## src/rtl/irq_ctrl_if.sv

```systemverilog
// Word-addressed peripheral bus shared with the timer block.
// The master drives address, strobe, write enable and write data; the slave returns read data.
interface irq_ctrl_if;
   logic [3:0]  add;
   logic        stb;
   logic        we;
   logic [31:0] dat_i;
   logic [31:0] dat_o;

   modport master (output add, stb, we, dat_i, input dat_o);
   modport slave  (input add, stb, we, dat_i, output dat_o);
endinterface

```

## src/rtl/irq_ctrl.sv

```systemverilog
// Programmable interrupt controller: pending/mask/edge registers, lowest-index priority,
// and a request/ack/EOI handshake. Optional IRQ_CTRL_SYNC_EN adds a 2-flop input synchronizer.
module irq_ctrl #(
   parameter int unsigned N_IRQ = 8
) (
   input  logic             clk,
   input  logic             rst_n,
   irq_ctrl_if.slave        bus,
   input  logic [N_IRQ-1:0] irq_in,
   input  logic             int_ack,
   output logic             irq,
   output logic [4:0]       int_id
);

   localparam int unsigned ID_W = 5;
   localparam logic [3:0] ADDR_PEND   = 4'd0;
   localparam logic [3:0] ADDR_MASK   = 4'd1;
   localparam logic [3:0] ADDR_EDGE   = 4'd2;
   localparam logic [3:0] ADDR_CLEAR  = 4'd3;
   localparam logic [3:0] ADDR_CTRL   = 4'd4;
   localparam logic [3:0] ADDR_VECTOR = 4'd5;
   localparam logic [3:0] ADDR_EOI    = 4'd6;

   typedef enum logic [1:0] {IDLE, REQ, SERVICE} state_t;

   state_t           state_q;
   logic [N_IRQ-1:0] pend_q, mask_q, edge_q, prev_q;
   logic             gie_q;

   logic [N_IRQ-1:0] irq_s;
   logic [N_IRQ-1:0] eligible_c, rise_c, clr_c, ack_clr_c, pend_nxt_c;
   logic [ID_W-1:0]  winner_c;
   logic [31:0]      rdata_c;
   logic             wr_c, ack_fire_c;
   logic             unused_dat_c;

`ifdef IRQ_CTRL_SYNC_EN
   logic [N_IRQ-1:0] sync_q1, sync_q2;

   // Two-flop synchronizer for asynchronous request sources
   always_ff @(posedge clk or negedge rst_n) begin
      if (!rst_n) begin
         sync_q1 <= '0;
         sync_q2 <= '0;
      end else begin
         sync_q1 <= irq_in;
         sync_q2 <= sync_q1;
      end
   end
   assign irq_s = sync_q2;
`else
   assign irq_s = irq_in;
`endif

   assign wr_c         = bus.stb && bus.we;
   assign ack_fire_c   = (state_q == REQ) && int_ack;
   assign eligible_c   = gie_q ? (pend_q & mask_q) : '0;
   assign rise_c       = irq_s & ~prev_q;
   assign clr_c        = (wr_c && bus.add == ADDR_CLEAR) ? bus.dat_i[N_IRQ-1:0] : '0;
   assign unused_dat_c = ^bus.dat_i;

   // Lowest index wins
   always_comb begin
      winner_c = '0;
      for (int i = int'(N_IRQ) - 1; i >= 0; i--) begin
         if (eligible_c[i]) winner_c = ID_W'(i);
      end
   end

   // Acknowledge retires the in-flight ID; an edge set in the same cycle still wins
   always_comb begin
      ack_clr_c = '0;
      for (int i = 0; i < int'(N_IRQ); i++) begin
         ack_clr_c[i] = ack_fire_c && (int_id == ID_W'(i));
      end
      pend_nxt_c = (edge_q & (rise_c | (pend_q & ~clr_c & ~ack_clr_c)))
                 | (~edge_q & irq_s);
   end

   always_comb begin
      rdata_c = '0;
      case (bus.add)
         ADDR_PEND:   rdata_c = 32'(pend_q);
         ADDR_MASK:   rdata_c = 32'(mask_q);
         ADDR_EDGE:   rdata_c = 32'(edge_q);
         ADDR_CTRL:   rdata_c = 32'(gie_q);
         ADDR_VECTOR: rdata_c = {irq || (state_q == SERVICE), 26'b0, int_id};
         default:     rdata_c = '0;
      endcase
   end
   assign bus.dat_o = rdata_c;

   // Source registers and software-visible configuration
   always_ff @(posedge clk or negedge rst_n) begin
      if (!rst_n) begin
         pend_q <= '0;
         prev_q <= '0;
         mask_q <= '0;
         edge_q <= '0;
         gie_q  <= 1'b0;
      end else begin
         pend_q <= pend_nxt_c;
         prev_q <= irq_s;
         if (wr_c && bus.add == ADDR_MASK) mask_q <= bus.dat_i[N_IRQ-1:0];
         if (wr_c && bus.add == ADDR_EDGE) edge_q <= bus.dat_i[N_IRQ-1:0];
         if (wr_c && bus.add == ADDR_CTRL) gie_q  <= bus.dat_i[0];
      end
   end

   // Request / acknowledge / end-of-interrupt handshake
   always_ff @(posedge clk or negedge rst_n) begin
      if (!rst_n) begin
         state_q <= IDLE;
         irq     <= 1'b0;
         int_id  <= '0;
      end else begin
         case (state_q)
            IDLE: begin
               if (|eligible_c) begin
                  state_q <= REQ;
                  irq     <= 1'b1;
                  int_id  <= winner_c;
               end
            end
            REQ: begin
               if (int_ack) begin
                  state_q <= SERVICE;
                  irq     <= 1'b0;
               end else if (!(|eligible_c)) begin
                  state_q <= IDLE;
                  irq     <= 1'b0;
               end else begin
                  int_id  <= winner_c;
               end
            end
            SERVICE: begin
               if (wr_c && bus.add == ADDR_EOI) state_q <= IDLE;
            end
            default: begin
               state_q <= IDLE;
               irq     <= 1'b0;
            end
         endcase
      end
   end

endmodule

```

## src/flat_wrapper.sv

```systemverilog
// flat-port wrapper written by rule: the top's interface ports become plain ports
module irq_ctrl_flat 
#(
   parameter int unsigned N_IRQ = 8
)
  (clk, rst_n, irq_in, int_ack, irq, int_id, bus_add, bus_stb, bus_we, bus_dat_i, bus_dat_o);
  irq_ctrl_if bus_i ();
  input  logic clk;
  input  logic rst_n;
  input  logic [N_IRQ-1:0] irq_in;
  input  logic int_ack;
  output logic irq;
  output logic [4:0] int_id;
  input wire logic [$bits(bus_i.add)-1:0] bus_add;
  input wire logic [$bits(bus_i.stb)-1:0] bus_stb;
  input wire logic [$bits(bus_i.we)-1:0] bus_we;
  input wire logic [$bits(bus_i.dat_i)-1:0] bus_dat_i;
  output wire logic [$bits(bus_i.dat_o)-1:0] bus_dat_o;
  assign bus_i.add = bus_add;
  assign bus_i.stb = bus_stb;
  assign bus_i.we = bus_we;
  assign bus_i.dat_i = bus_dat_i;
  assign bus_dat_o = bus_i.dat_o;
  irq_ctrl #(.N_IRQ(N_IRQ)) u_core (.clk(clk), .rst_n(rst_n), .bus(bus_i), .irq_in(irq_in), .int_ack(int_ack), .irq(irq), .int_id(int_id));
endmodule
```

## config.mk

```make
export PLATFORM = sky130hd
export DESIGN_NAME = irq_ctrl_flat
export DESIGN_NICKNAME = d
export VERILOG_FILES = /design/src/rtl/irq_ctrl_if.sv /design/src/rtl/irq_ctrl.sv /design/src/flat_wrapper.sv
export SDC_FILE = /design/constraint.sdc
export NUM_CORES = 1
export LEC_CHECK = 0
export CORE_ASPECT_RATIO = 0.9
export CORE_MARGIN = 4
export CORE_UTILIZATION = 46
export CTS_CLUSTER_DIAMETER = 80
export CTS_CLUSTER_SIZE = 28
export DETAILED_ROUTE_END_ITERATION = 6
export PLACE_DENSITY = 0.84
export SYNTH_ARGS = -nofsm -noshare
export SYNTH_HDL_FRONTEND = slang
export SYNTH_SLANG_ARGS = --single-unit
```

## constraint.sdc

```tcl
create_clock -name clk -period 2.3 [get_ports clk]
set_input_delay 0.23 -clock clk [delete_from_list [all_inputs] [get_ports clk]]
set_output_delay 0.23 -clock clk [all_outputs]
set_load 0.02 [all_outputs]
```

# Yosys cells after proc, flatten, opt, wreduce, memory -nomap -nowiden
# Cells that the tools add are included.
# word_totals
ff_bits	41
input_bits	49
out_inout_bits	38
wordCells	87
# op_classes
n_reduce_logical	24
bitwise	13
muxes	23
eq_ne	19
# op_table
cell	n
case mux 32 bit (5 select lines)	1
AND 8 bit	6
two-way mux 5 bit	9
NOT 8 bit	4
equality test 5 x 3 -> 1 bit (second input constant)	4
two-way mux 8 bit	2
bitwise OR 8 bit	2
logical AND 1 bit	15
equality test 4 x 3 -> 1 bit (second input constant)	3
equality test 5 x 2 -> 1 bit (second input constant)	2
case mux 5 bit (2 select lines)	1
equality test 4 x 2 -> 1 bit (second input constant)	2
two-way mux 2 bit	4
OR reduction 8 bit	1
case mux 2 bit (3 select lines)	1
AND reduction 3 bit	2
equality test 5 x 1 -> 1 bit (second input constant)	1
zero test 5 bit	1
equality test 4 x 1 -> 1 bit (second input constant)	1
zero test 4 bit	1
inequality test 2 bit (second input constant)	2
two-way mux 1 bit	3
two-way mux 3 bit	1
inequality test 3 bit (second input constant)	1
9 further kinds	9

# Depth between registers and ports, before layout
# Gate-level depths: netlist of the first run.
# depth
word_depth	13
depth_mapped	5

# Least setup slack after synthesis of the first run
# Ideal clock, no wire load.
# synth_timing
path_kind	input-to-output
start	input port bus_add[3]
end	output port bus_dat_o[2]
slack_ns	0.846
path_stages	3
arrival_ns	1.224
required_ns	2.070
path_buffers	1
cell_sequence	or2_1 buf_6 o32ai_1
# synth_between
elab_chain_cells	2
word_cells_on_any_way	6
cone_classes	eq/ne: 4; mux: 1; reduce/logical: 1
# synth_rtl
item	line_no	source
start, declared	flat_wrapper.sv:14	input wire logic [$bits(bus_i.add)-1:0] bus_add;
equality test 4 x 3 -> 1 bit, or another cell as far along	irq_ctrl.sv:82	case (bus.add)
case mux 32 bit (5 select lines) *	irq_ctrl.sv:82	
end, declared	flat_wrapper.sv:18	output wire logic [$bits(bus_i.dat_o)-1:0] bus_dat_o;
# Every way passes the cells marked *; elsewhere a longest branch is shown, timed or not.

# Worst setup path in the final report of the first run
# layout_timing
start	input port bus_add[0]
end	output port bus_dat_o[4]
# The elaborated chain is that of the path after synthesis.

==> results of run 1 <==
-- cells by family (layout without fill, tap and decap cells) --
| group | after synthesis | count (layout) |
|---|---|---|
| and+or+nand+nor | 53 | 53 |
| other | 1 | 25 |
| DFF | 39 | 39 |
| AOI/OAI and AO/OA | 42 | 42 |
| muxes | 28 | 28 |
| buffers and inverters | 33 | 64 |
-- metrics by stage --
step,std cells,setup slack [ns],hold WS [ns]
2_1_floorplan,220,0.846,-0.0656
3_3_place_gp,305,-0.0148,0.382
3_5_place_dp,305,-0.0107,0.392
4_1_cts,313,0.00817,0.0755
5_1_grt,313,0.00612,0.112
6_report,313,0.0887,0.0480
-- final cells by class --
cell class,count,share of cell area (%)
Clock buffer,7,3.61
Clock inverter,1,0.281
Inverter,4,0.563
Multi-Input combinational cell,148,38.0
Sequential cell,39,36.6
Tap cell,62,2.91
Timing Repair Buffer,52,18.0
-- flip-flops by register name (all words and copies together), names as in the netlist --
register        count
u_core.gie_q        1
u_core.prev_q       8
u_core.edge_q       8
u_core.pend_q       8
u_core.mask_q       8
u_core.state_q      2
u_core.int_id       3
u_core.irq          1
-- power by group through the flow --
stage          registers (W)  logic (W)  clock network [W]
2_1_floorplan       0.000990   0.000394                  0
3_3_place_gp        0.000996   0.000608                  0
3_5_place_dp         0.00101   0.000627                  0
4_1_cts             0.000992   0.000627           0.000525
5_1_grt              0.00102   0.000683           0.000555
6_report            0.000999   0.000631           0.000520
-- critical path: cells and delay by family --
kind            cells  cell delay [ns]
simple gates        2             0.29
buf+inv             4             1.39
compound gates      1             0.06
-- routing by layer --
layer	share of wire [%]	wire length, µm	vias to the layer above
li1	-	-	774
met1	44	2260	825
met2	48	2520	76
met5	0	0	-
met4	0.48	25	0
met3	7.6	397	4
-- worst paths after layout --
check / to / slack (ns)
max in group asynchronous: u_core.pend_q[5]$_DFF_PN0_ / 1.69
min reg2reg: u_core.pend_q[6]$_DFF_PN0_ / 0.56
max reg2reg: u_core.int_id[0]$_DFFE_PN0P_ / 0.72
min in group clk: u_core.prev_q[0]$_DFF_PN0_ / 0.39
max: bus_dat_o[4] / 0.09
min: u_core.prev_q[0]$_DFF_PN0_ / 0.05
-- Yosys cell counts, drive strengths merged --
master / instances / area share [%]
dfrtp: 39 / 46
o311ai: 1 / 0.41
inv: 4 / 0.70
and2: 1 / 0.29
nor2: 14 / 2.5
mux2i: 10 / 4.7
o21ai: 1 / 0.23
a31oi: 1 / 0.29
a32oi: 2 / 0.82
a22o: 1 / 0.41
a2bb2oi: 1 / 0.41
or3: 2 / 0.59
nand4: 2 / 0.59
a32o: 8 / 3.8
o31ai: 2 / 0.70
a21oi: 12 / 2.8
buf: 28 / 10
a22oi: 11 / 3.9
or2: 1 / 0.29
nor2b: 2 / 0.59
and4bb: 1 / 0.59
mux2: 18 / 11
clkbuf: 1 / 0.18
nand2b: 3 / 0.88
nand3: 3 / 0.70
nand2: 17 / 3.0
a311oi: 1 / 0.41
conb: 1 / 0.18
nand3b: 1 / 0.35
o32ai: 1 / 0.41
or2b: 1 / 0.35
nor3: 5 / 2.2
-- placed cells by master, fill, tap and decap left out, drive strengths merged, types with 3 or more instances in the layout --
cell,count
buf,16
dlygate4sd2,3
dlymetal6s2s,3
conb,25
a21oi,12
a32o,8
clkbuf,7
clkdlybuf4s50,30
nor3,5
nand2,17
mux2i,10
mux2,18
a22oi,11
inv,4
dfrtp,39
nand2b,3
nand3,3
nor2,14
==> impl_metrics.json, run 1 <==
{
  "status": "completed",
  "htreeDepth": 2,
  "ys_seq_area_share_pct": 45.8,
  "regArea_um2": 976,
  "via_count": 1679,
  "p_per_area_nw_per_um2": 806,
  "antenna_left": 0,
  "rsz0062_at_grt": "no",
  "grt_pass1_vias": 1691,
  "fin_crit_sh_pct": 96.1,
  "cts_tree": "built",
  "dr.pass1.iters": 4,
  "routedWlPerCell_um": 16.6,
  "worst_slew_pin_slew_ns": 0.883,
  "relSlewSlack_pct": 41.1,
  "clkPwrFrac_pct": 24.2,
  "clock_sinks": 39,
  "syn_inst": 196,
  "area_delta_synth_final_pct": 25.2,
  "total_leakage_power_nw": 1.26,
  "rows": 23,
  "clockRootBuffer": "clkbuf_8",
  "antennaDiodeCount": 0,
  "clkSlewWorstSetupHoldPaths_ns": 0.08,
  "clockBufferDepth": 2,
  "setup_viol": 0,
  "post_synth.cell_area_avg_um2": 10.9,
  "finClkSkew_ns": 0.0133,
  "port-buffer-count": 37,
  "ys_warn_count": 0,
  "dieHeight_um": 72.6,
  "drv_cap": 0,
  "ctsHoldBuffers": 0,
  "busiest_layer": "met2",
  "path_cells": "clkdlybuf4s50_1 -> inv_1 -> nor2_2 -> buf_4 -> a21oi_1 -> nor2_1 -> clkdlybuf4s50_1",
  "synthXorXnorAreaFrac_pct": 0,
  "final_area_um2": 2670,
  "fmax_mhz": 452,
  "finalSetupTns_ns": 0,
  "synth_simple_gate_area_share_pct": 12.9,
  "crit_type": "in -> out",
  "routed_wl_mm": 5.20,
  "critPathSlowestCell": "clkdlybuf4s50_1",
  "nFillCells": 384,
  "power.switching_w": 0.000742,
  "worstSetupStartpointType": "input port",
  "hp-class": "in -> async",
  "synth_compound_area_share_pct": 14.6,
  "nNetsFinal": 299,
  "synth_top_family_by_area": "multiplexers",
  "gr-total-overflow": 0,
  "cts_buffers": 5,
  "drv_slew": 0,
  "grt_max_degree": 40,
  "fp.dieArea_um2": 5790,
  "grtUsageMet3_pct": 4.94,
  "required_ns": 2.07,
  "met2_usage_pct": 31.0,
  "drt_iter0_drc": 123,
  "timing.rr.start": "u_core.state_q[1]$_DFFE_PN0P_",
  "cp.arrival_ns": 1.98,
  "core-area_um2": 4460,
  "synth_adder_area_share_pct": 0,
  "synthMuxAreaShare_pct": 15.6,
  "synth.cell_area_um2": 2130,
  "synth_cell_types": 36,
  "postCtsSetupRepairBufs": 0,
  "path_common_cell": "clkdlybuf4s50_1",
  "viasPerCell": 5.36,
  "postLayoutCoreUtil_pct": 59.8,
  "r2r_cells": 4,
  "netSwitchingFraction_pct": 34.5,
  "multi_input_area_um2": 1010,
  "placed_area_um2": 2560,
  "clk_latency_ns": 0.30,
  "track_usage_pct": 18.6,
  "crit_start": "bus_add[0]",
  "grt_util_met1_pct": 25.1,
  "antenna_found_initial": 0,
  "power_report.internal_total_w": 0.00141,
  "grt_pass1_wl_mm": 8.31,
  "initial_core_util_pct": 47.8,
  "hpwl_mm": 3.85,
  "crit_path_max_incr_delay_ns": 0.61,
  "drive_gt1_share_pct": 18.3,
  "gp_congestion": 0.884,
  "io_pins": 87,
  "finalPower_w": 0.00215,
  "cts-resized-gates": 3,
  "p_seq_share_pct": 46.5,
  "worstSetupEndpointType": "primary output",
  "synth.ff_latch_count": 39,
  "min_period_ns": 2.21,
  "ir_drop_v": 0.000455,
  "cp_max_fo": 4,
  "final_hold_viol_count": 0,
  "die_w_um": 79.8,
  "drc": 0,
  "combPwrFrac_pct": 29.4
}
Power figures use the tool's default switching activity.
==> run 2, diff against run 1 <==
--- a/config.mk
+++ b/config.mk
@@ -11,7 +11,8 @@
 export CTS_CLUSTER_DIAMETER = 80
 export CTS_CLUSTER_SIZE = 28
 export DETAILED_ROUTE_END_ITERATION = 6
-export PLACE_DENSITY = 0.84
+export GPL_ROUTABILITY_DRIVEN = 0
+export PLACE_DENSITY = 0.91
 export SYNTH_ARGS = -nofsm -noshare
 export SYNTH_HDL_FRONTEND = slang
 export SYNTH_SLANG_ARGS = --single-unit
==> run 2 against run 1 <==
  * Clock power shrank 15%
  * Core utilization rose by 0.31 points
  * Non-clock buffer count up 5
  * Power is 3.0% lower
==> impl_metrics.json, run 2 (synthesis results as in run 1) <==
{
  "status": "completed",
  "setup_viol": 0,
  "met2_usage_pct": 27.9,
  "routedWlPerCell_um": 15.6,
  "finClkSkew_ns": 0.00568,
  "postCtsSetupRepairBufs": 0,
  "grt_max_degree": 40,
  "drt_iter0_drc": 176,
  "clock_sinks": 39,
  "viasPerCell": 5.39,
  "antenna_found_initial": 0,
  "worst_slew_pin_slew_ns": 0.856,
  "drive_gt1_share_pct": 18.8,
  "min_period_ns": 2.20,
  "cp.arrival_ns": 1.97,
  "drv_cap": 0,
  "grt_pass1_wl_mm": 7.83,
  "nNetsFinal": 304,
  "hpwl_mm": 3.85,
  "relSlewSlack_pct": 42.9,
  "drc": 0,
  "total_leakage_power_nw": 1.30,
  "worstSetupEndpointType": "primary output",
  "fp.dieArea_um2": 5790,
  "core-area_um2": 4460,
  "busiest_layer": "met2",
  "via_count": 1713,
  "worstSetupStartpointType": "input port",
  "grtUsageMet3_pct": 5.06,
  "htreeDepth": 2,
  "initial_core_util_pct": 47.8,
  "routed_wl_mm": 4.97,
  "rsz0062_at_grt": "no",
  "antennaDiodeCount": 0,
  "cts_buffers": 5,
  "regArea_um2": 976,
  "fin_crit_sh_pct": 95.6,
  "track_usage_pct": 17.9,
  "ir_drop_v": 0.000473,
  "clkSlewWorstSetupHoldPaths_ns": 0.07,
  "antenna_left": 0,
  "clockRootBuffer": "clkbuf_8",
  "p_per_area_nw_per_um2": 777,
  "rows": 23,
  "gr-total-overflow": 0,
  "fin_hold_ws_ns": 0.0445,
  "clockBufferDepth": 2,
  "io_pins": 87,
  "fmax_mhz": 455,
  "grt_util_met1_pct": 23.6,
  "clk_latency_ns": 0.30,
  "postLayoutCoreUtil_pct": 60.1,
  "multi_input_area_um2": 1010,
  "final_hold_viol_count": 0,
  "cp_max_fo": 5,
  "drv_slew": 0,
  "required_ns": 2.07,
  "crit_type": "in -> out",
  "final_cell_mix": "39 x dfrtp_1, 28 x clkdlybuf4s50_1, 25 x conb_1, 20 x buf_4, 17 x nand2_1",
  "final_common_cell": "dfrtp_1",
  "dieHeight_um": 72.6,
  "port-buffer-count": 37,
  "area_delta_synth_final_pct": 25.8,
  "dr.pass1.iters": 5,
  "nFillCells": 360,
  "hp-class": "in -> async",
  "grt_pass1_vias": 1635,
  "cts_tree": "built",
  "die_w_um": 79.8
}
run 2: cell types whose count changed in the layout (fill, tap and decap cells not counted), sizes merged:
cell / before / now
clkinv: 0 / 1
dlymetal6s2s: 3 / 4
clkdlybuf4s50: 30 / 28
clkinvlp: 1 / 0
buf: 16 / 21
dlygate4sd2: 3 / 4
run 2: per-stage QoR:
step                power [W]  setup TNS [ns]  cells  instance area [µm²]  setup WS, ns
floorplan             0.00138               0    220                 2220         0.846
global placement      0.00163          -0.104    310                 2600       -0.0659
detailed placement    0.00165         -0.0990    310                 2600       -0.0586
CTS                   0.00208               0    318                 2670       0.00852
global route          0.00220               0    318                 2680        0.0182
finish                0.00208               0    318                 2680         0.100
run 2: power breakdown:
part           total [W]  switching, W  internal [W]
combinational   0.000682      0.000348      0.000334
clock           0.000442      0.000229      0.000213
sequential      0.000961      0.000139      0.000822
total            0.00208      0.000716       0.00137
run 2: timing repair:
action                                  CTS  global route
endpoints found under the setup margin    4             4
resized for setup                         4             4
cloned                                    0             0
hold buffers                              0             0
run 2: worst paths after layout:
path	start	to	slack, ns	cells after the start
max in group asynchronous	rst_n	u_core.pend_q[6]$_DFF_PN0_	1.72	1
min reg2reg	u_core.prev_q[4]$_DFF_PN0_	u_core.pend_q[4]$_DFF_PN0_	0.56	2
max	bus_add[2]	bus_dat_o[31]	0.10	5
max reg2reg	u_core.state_q[1]$_DFFE_PN0P_	u_core.pend_q[2]$_DFF_PN0_	0.77	4
min	rst_n	u_core.prev_q[1]$_DFF_PN0_	0.04	1
min in group clk	irq_in[0]	u_core.prev_q[0]$_DFF_PN0_	0.40	1
run 2: area by class of cell:
type,instances,share of cell area (%)
clock buffers,7,2.85
clock inverters,1,0.187
inverters,4,0.560
multi-input cells,148,37.7
flip-flops and latches,39,36.4
well taps,62,2.89
repair buffers,57,19.4
run 2: worst max-delay path, cell delays in order:
cell	delay [ns]
clkdlybuf4s50_1	0.53
or2b_1	0.26
buf_4	0.13
nor3_1	0.18
clkdlybuf4s50_1	0.64
run 2: metal layers:
metal / wire length (µm) / share of wire [%]
met5: 0 / 0
met4: 89 / 1.8
met3: 483 / 9.7
met2: 2340 / 47
met1: 2060 / 41
==> run 3, diff against run 2 <==
--- a/config.mk
+++ b/config.mk
@@ -12,6 +12,7 @@
 export CTS_CLUSTER_SIZE = 28
 export DETAILED_ROUTE_END_ITERATION = 6
 export GPL_ROUTABILITY_DRIVEN = 0
+export MAX_ROUTING_LAYER = met4
 export PLACE_DENSITY = 0.91
 export SYNTH_ARGS = -nofsm -noshare
 export SYNTH_HDL_FRONTEND = slang
==> run 3 against run 2 <==
  * Non-clock buffer count is the same
  * First-iteration DRC count is 0.57% lower
  * Via count unchanged
  * Largest cell class unchanged
  * Clock-buffer cell count stayed put
==> impl_metrics.json, run 3 (synthesis results as in run 1) <==
{
  "fin_crit_sh_pct": 95.6,
  "ctsHoldBuffers": 0,
  "antenna_left": 0,
  "rsz0062_at_grt": "no",
  "postLayoutCoreUtil_pct": 60.1,
  "viasPerCell": 5.39,
  "final_common_cell": "dfrtp_1",
  "track_usage_pct": 18.3,
  "final_hold_viol_count": 0,
  "drive_gt1_share_pct": 18.8,
  "nFillCells": 360,
  "clkPwrFrac_pct": 21.0,
  "p_seq_share_pct": 46.2,
  "area_delta_synth_final_pct": 25.8,
  "nNetsFinal": 304,
  "antenna_found_initial": 0,
  "routedWlPerCell_um": 15.5,
  "placed_area_um2": 2600,
  "worstSetupEndpointType": "primary output",
  "power.switching_w": 0.000713,
  "dp_slack_ns": -0.0586,
  "dieHeight_um": 72.6,
  "port-buffer-count": 37,
  "clockRootBuffer": "clkbuf_8",
  "fmax_mhz": 455,
  "netSwitchingFraction_pct": 34.2,
  "worstSetupStartpointType": "input port",
  "gr-total-overflow": 0,
  "status": "completed",
  "finClkSkew_ns": 0.00530,
  "crit_type": "in -> out",
  "drt_iter0_drc": 175,
  "relSlewSlack_pct": 43.5,
  "hpwl_mm": 3.85,
  "drc": 0,
  "p_per_area_nw_per_um2": 776,
  "cts_tree": "built",
  "grt_pass1_wl_mm": 7.82,
  "setup_slack_ns": 0.100,
  "grt_pass1_vias": 1641,
  "power_report.internal_total_w": 0.00137,
  "hp-class": "in -> async",
  "min_period_ns": 2.20,
  "antennaDiodeCount": 0,
  "drv_slew": 0,
  "clockBufferDepth": 2,
  "cts-resized-gates": 4,
  "clock_sinks": 39,
  "ir_drop_v": 0.000475,
  "routed_wl_mm": 4.93,
  "htreeDepth": 2,
  "io_pins": 87,
  "die_w_um": 79.8,
  "cp.arrival_ns": 1.97,
  "worst_slew_pin_slew_ns": 0.847,
  "combPwrFrac_pct": 32.8,
  "cp_max_fo": 5,
  "clkSlewWorstSetupHoldPaths_ns": 0.07,
  "drv_cap": 0,
  "final_cell_mix": "39 x dfrtp_1, 28 x clkdlybuf4s50_1, 25 x conb_1, 20 x buf_4, 17 x nand2_1",
  "final_area_um2": 2680,
  "cts_buffers": 5,
  "finalPower_w": 0.00208,
  "grt_max_degree": 40,
  "setup_viol": 0,
  "clk_latency_ns": 0.30,
  "required_ns": 2.07,
  "fp.dieArea_um2": 5790,
  "via_count": 1713,
  "total_leakage_power_nw": 1.30,
  "core-area_um2": 4460,
  "postCtsSetupRepairBufs": 0,
  "dr.pass1.iters": 4,
  "initial_core_util_pct": 47.8,
  "finalSetupTns_ns": 0,
  "rows": 23
}
==> run 3: cell counts in the layout (fill, tap and decap cells not counted) <==
No cell type changed its count.
==> run 3: area by class of cell <==
type	count	area, µm²	area share, %
Sequential cell	39	976	36.4
Timing Repair Buffer	57	520	19.4
Clock buffer	7	76.3	2.85
Multi-Input combinational cell	148	1010	37.7
Clock inverter	1	5.00	0.187
Inverter	4	15.0	0.560
Tap cell	62	77.6	2.89
==> run 3: critical path: stages <==
cell             delay (ns)
clkdlybuf4s50_1        0.53
or2b_1                 0.26
buf_4                  0.13
nor3_1                 0.18
clkdlybuf4s50_1        0.64
==> run 3: worst paths after layout <==
path / from / slack, ns / end / cells past startpoint
min in group clk: irq_in[0] / 0.40 / u_core.prev_q[0]$_DFF_PN0_ / 1
min reg2reg: u_core.prev_q[7]$_DFF_PN0_ / 0.56 / u_core.pend_q[7]$_DFF_PN0_ / 2
min: rst_n / 0.04 / u_core.prev_q[5]$_DFF_PN0_ / 1
max in group asynchronous: rst_n / 1.73 / u_core.int_id[2]$_DFFE_PN0P_ / 1
max: bus_add[2] / 0.10 / bus_dat_o[31] / 5
max reg2reg: u_core.state_q[1]$_DFFE_PN0P_ / 0.75 / u_core.pend_q[2]$_DFF_PN0_ / 4
==> run 3: per-stage QoR <==
step,hold slack (ns),instances
CTS,0.0695,318
floorplan,-0.0656,220
detailed placement,0.387,310
finish,0.0416,318
global placement,0.378,310
global route,0.115,318
==> run 3: power groups by stage <==
| stage | registers (W) | clock network, W | logic [W] |
|---|---|---|---|
| after global placement | 0.000962 | 0 | 0.000663 |
| after CTS | 0.000956 | 0.000448 | 0.000680 |
| after global routing | 0.000980 | 0.000480 | 0.000735 |
| final | 0.000961 | 0.000437 | 0.000683 |
| after detailed placement | 0.000970 | 0 | 0.000680 |
| after floorplan | 0.000990 | 0 | 0.000394 |
==> run 3: layer usage <==
| metal | GRT usage, % | up-vias | routed length, µm |
|---|---|---|---|
| li1 | - | 785 | - |
| met1 | 24.0 | 825 | 2060 |
| met5 | - | - | 0 |
| met2 | 27.9 | 90 | 2330 |
| met3 | 4.20 | 13 | 443 |
| met4 | 7.32 | 0 | 94 |
==> RTL change 1 (settings of run 3) <==
The option `IRQ_CTRL_SYNC_EN` is turned on by a define.
--- a/src/rtl/irq_ctrl.sv
+++ b/src/rtl/irq_ctrl.sv
@@ -1,5 +1,7 @@
 // Programmable interrupt controller: pending/mask/edge registers, lowest-index priority,
 // and a request/ack/EOI handshake. Optional IRQ_CTRL_SYNC_EN adds a 2-flop input synchronizer.
+`define IRQ_CTRL_SYNC_EN
+
 module irq_ctrl #(
    parameter int unsigned N_IRQ = 8
 ) (
Function: changed (Yosys sat finds a counterexample within 4 cycles, from zero or initial values and one cycle with rst_n low).
==> RTL change 1 against run 3 <==
  * Register-to-register slack worse by 0.03 ns
  * Synthesized cell count is 8.2% higher
  * Worst setup slack better by 0.018 ns
  * Critical endpoint is now bus_dat_o[0]
  * Power is 21% higher
  * Cell area is 12% higher
  * Synthesized area is 17% higher
  * Routed wire length is 3.6% higher
  * Sequential cell count is 16 higher
==> RTL change 1: results (changes against run 3) <==
Status = completed
Avg Cell Area, Syn = 11.8 sq um (+8.3%)
Final Non-Filler Cells = 327 (+2.8%)
Worst setup endpoint = bus_dat_o[0]
Clk cell area share = 3.41% (+0.38 points)
Register Area = 1380 sq um (+41%)
HPWL Detailed = 3740 microns (-2.8%)
GRT met3 Usage = 4.25% (+0.049 points)
Clk_skew = 0.00640 ns (+0.00109 ns)
Buffering overhead = 15.3% (-4.1 points)
Leakage = 1.43 nW (+9.9%)
Switching share of power = 30.9% (-3.4 points)
Clock group = 0.000612 W (+40%)
R2r setup slk = 0.72 ns (-0.03 ns)
Sequential fraction of the synthesis area = 55.1% (+9.3 points)
Comb power = 0.000611 W (-11%)
Netlist cell types = 34 (-5.6%)
Fraction of layout cells with a size suffix above 1 = 15.0% (-3.8 points)
Peak supply drop = 0.000511 V (+7.6%)
Top post-synthesis cells by count = dfrtp_1, buf_4, mux2_2
1st-iter DRT viols = 108 (-38%)
Most area-consuming cells after synthesis = dfrtp_1, mux2_2, buf_4, mux2i_1, a22oi_1
Largest net degree at the start of global routing = 56 (+40%)
Worst slew pin tran = 0.670 ns (-0.178 ns)
RR Startpoint = u_core.pend_q[3]$_DFF_PN0_
Clkbuf count = 6 (-1)
Flops & latches, synth = 55 (+41%)
First-pass GRT wire length = 8340 microns (+6.6%)
GRT Util Overall = 16.5% (-1.8 points)
Met2 Resource Use GR = 24.9% (-3.0 points)
Clock transition at path regs = 0.09 ns (+0.02 ns)
CP max stage delay = 0.60 ns (-0.04 ns)
Via-to-Cell Ratio = 5.45 (+1.1%)
Drt wl/cell = 15.6 microns (+0.74%)
Non-clk bufs = 46 (-19%)
RTL change 1: through the flow:
step,util [%],hold WS [ns],total power [W],instance area [sq um]
global placement,55.1,0.332,0.00189,2890
finish,57.3,0.0298,0.00251,3010
global route,57.3,0.100,0.00264,3010
CTS,57.0,0.0455,0.00253,3000
floorplan,-,-0.0656,0.00168,2590
detailed placement,55.1,0.335,0.00192,2890
RTL change 1: what timing repair did:
item                       4_1_cts  5_1_grt
resized for setup                1        6
setup endpoints to repair        1        6
buffers inserted                 0        0
cloned                           0        0
RTL change 1: cell families after synthesis:
family	synth area share, %
buffers and inverters	9.52
multiplexers	12.6
flip-flops	55.1
AND/OR/NAND/NOR	10.6
AO/OA/AOI/OAI	12.0
other	0.150
RTL change 1: worst register-to-register path, stage by stage, from the launching register on:
cell and delay (ns):
dfrtp_1 0.43, a22oi_1 0.35, nand4_1 0.20, and2_1 0.23
mux2_2 0.27
==> RTL change 2 (config.mk and constraints of run 3) <==
Made on the original files. Re-encode `state_t` (3 states) as one-hot, 3 bits wide.
--- a/src/rtl/irq_ctrl.sv
+++ b/src/rtl/irq_ctrl.sv
@@ -21,7 +21,7 @@
    localparam logic [3:0] ADDR_VECTOR = 4'd5;
    localparam logic [3:0] ADDR_EOI    = 4'd6;
 
-   typedef enum logic [1:0] {IDLE, REQ, SERVICE} state_t;
+   typedef enum logic [2:0] {IDLE = 3'b001, REQ = 3'b010, SERVICE = 3'b100} state_t;
 
    state_t           state_q;
    logic [N_IRQ-1:0] pend_q, mask_q, edge_q, prev_q;
Check against the original RTL: same outputs for any inputs over 4 cycles, from zero or initial values and one cycle with rst_n low; so few cycles prove little.
==> RTL change 2 against run 3 <==
  * Critical path depth grew 1
  * Die area grew 4.8%
  * Routed wire length grew 11%
  * Sequential cell count grew 1
  * Cell area grew 2.2%
  * Synthesized area grew 5.4%
  * Power grew 10%
  * Global-route usage grew 0.89 points
  * Worst setup slack gained 0.0014 ns
  * Via count grew 8.3%
  * Clock power grew 32%
  * Critical path type unchanged
==> RTL change 2: results (changes against run 3) <==
Fraction of area in registers = 36.6% (+0.18 points)
Routed WL = 5480 microns (+11%)
Status = completed
Fraction of layout cells with a size suffix above 1 = 13.0% (-5.7 points)
Cells after DPL = 315 (+1.6%)
Leakage = 1.22 nW (-6.4%)
Worst setup endpoint = bus_dat_o[3]
Fillers = 396 (+10%)
Max FO, Critical Path = 6 (+1)
Clock transition at path regs = 0.08 ns
GRT met3 Usage = 6.78% (+2.6 points)
Pwr per Cell Area = 835 nW/um^2 (+7.6%)
Worst hold slack = 0.0406 ns (-0.00109 ns)
Yosys warnings = 0 (unchanged)
Tmin final = 2.20 ns (-0.00144 ns)
Met3 routed WL = 705 microns (+59%)
Sequential fraction of the synthesis area = 44.6% (-1.2 points)
Dpl cell area = 2630 sq um (+1.4%)
Buffering overhead = 16.7% (-2.7 points)
Top post-synthesis cells by count = dfrtp_1, buf_4, nand2_1
Met2 Resource Use GR = 26.6% (-1.3 points)
Pre-CTS setup slack = -0.0427 ns (+0.0159 ns)
DR vias = 1,856 (+8.3%)
Drt wl/cell = 17.0 microns (+9.3%)
Netlist cell types = 46 (+28%)
Critical path arrival = 1.97 ns (about the same)
DRT Pass-1 Iters = 7 (+3)
RR Startpoint = u_core.mask_q[3]$_DFFE_PN0P_
Clkbuf count = 6 (-1)
Most area-consuming cells after synthesis = dfrtp_1, buf_4, mux2_2, a32o_1, mux2_1
Largest net degree at the start of global routing = 41 (+2.5%)
Clk cell area share = 3.93% (+0.89 points)
Peak supply drop = 0.000420 V (-12%)
Worst slew pin tran = 0.881 ns (+0.0341 ns)
Max Used Layer = met4
Routed length on met1 = 2210 microns (+7.2%)
Avg Cell Area, Syn = 10.6 sq um (-3.0%)
CP Launch Point = bus_add[0]
Multi-input gate area = 1090 sq um (+7.7%)
GRT met1 Usage = 25.5% (+1.5 points)
GRT Util Overall = 19.2% (+0.89 points)
R2r setup slk = 0.60 ns (-0.15 ns)
First-pass GRT wire length = 8340 microns (+6.6%)
DR WL met2 = 2470 microns (+6.0%)
Number of global-route vias before repair = 1,702 (+3.7%)
HPWL Detailed = 3960 microns (+3.0%)
Clock Sinks = 40 (+2.6%)
Non-clk bufs = 49 (-14%)
Clk_skew = 0.00724 ns (+0.00193 ns)
Multi-input gates = 162 (+9.5%)
1st-iter DRT viols = 180 (+2.9%)
Port Buffer Count = 37 (unchanged)
Invs w/o clock = 2 (-2)
Maximum buffer depth of the clock tree = 2 (unchanged)
Critical R2R Capture = u_core.state_q[0]$_DFFE_PN1P_
Core Region = 4580 sq um (+2.6%)
Fin nets = 309 (+1.6%)
## RTL change 2: cell count changes in the layout (fill, tap and decap cells not counted), sizes merged, moves of 3 or more
cell | before | now
nor2 | 14 | 18
clkdlybuf4s50 | 28 | 31
a22o | 1 | 4
nor4 | 0 | 3
o21ai | 1 | 5
a22oi | 11 | 4
buf | 21 | 13
mux2i | 10 | 6
a32oi | 2 | 7
## RTL change 2: cell families (layout without fill, tap and decap cells)
group,after synthesis,count (layout),share of synthesized area (%)
AND/OR/NAND/NOR,64,64,15.1
AO/OA/AOI/OAI,50,50,18.0
flip-flops,40,40,44.6
buffers and inverters,35,59,10.9
multiplexers,23,23,11.2
other,1,25,0.167
## RTL change 2: where the power goes
group	internal [W]	switching (W)
clock network	0.000322	0.000255
registers	0.000842	0.000185
logic	0.000324	0.000361
## RTL change 2: timing repair
action                                  CTS  global route
hold buffers                              0             0
pin swaps                                 0             0
endpoints found under the setup margin    3             5
gates resized for setup                   3             2
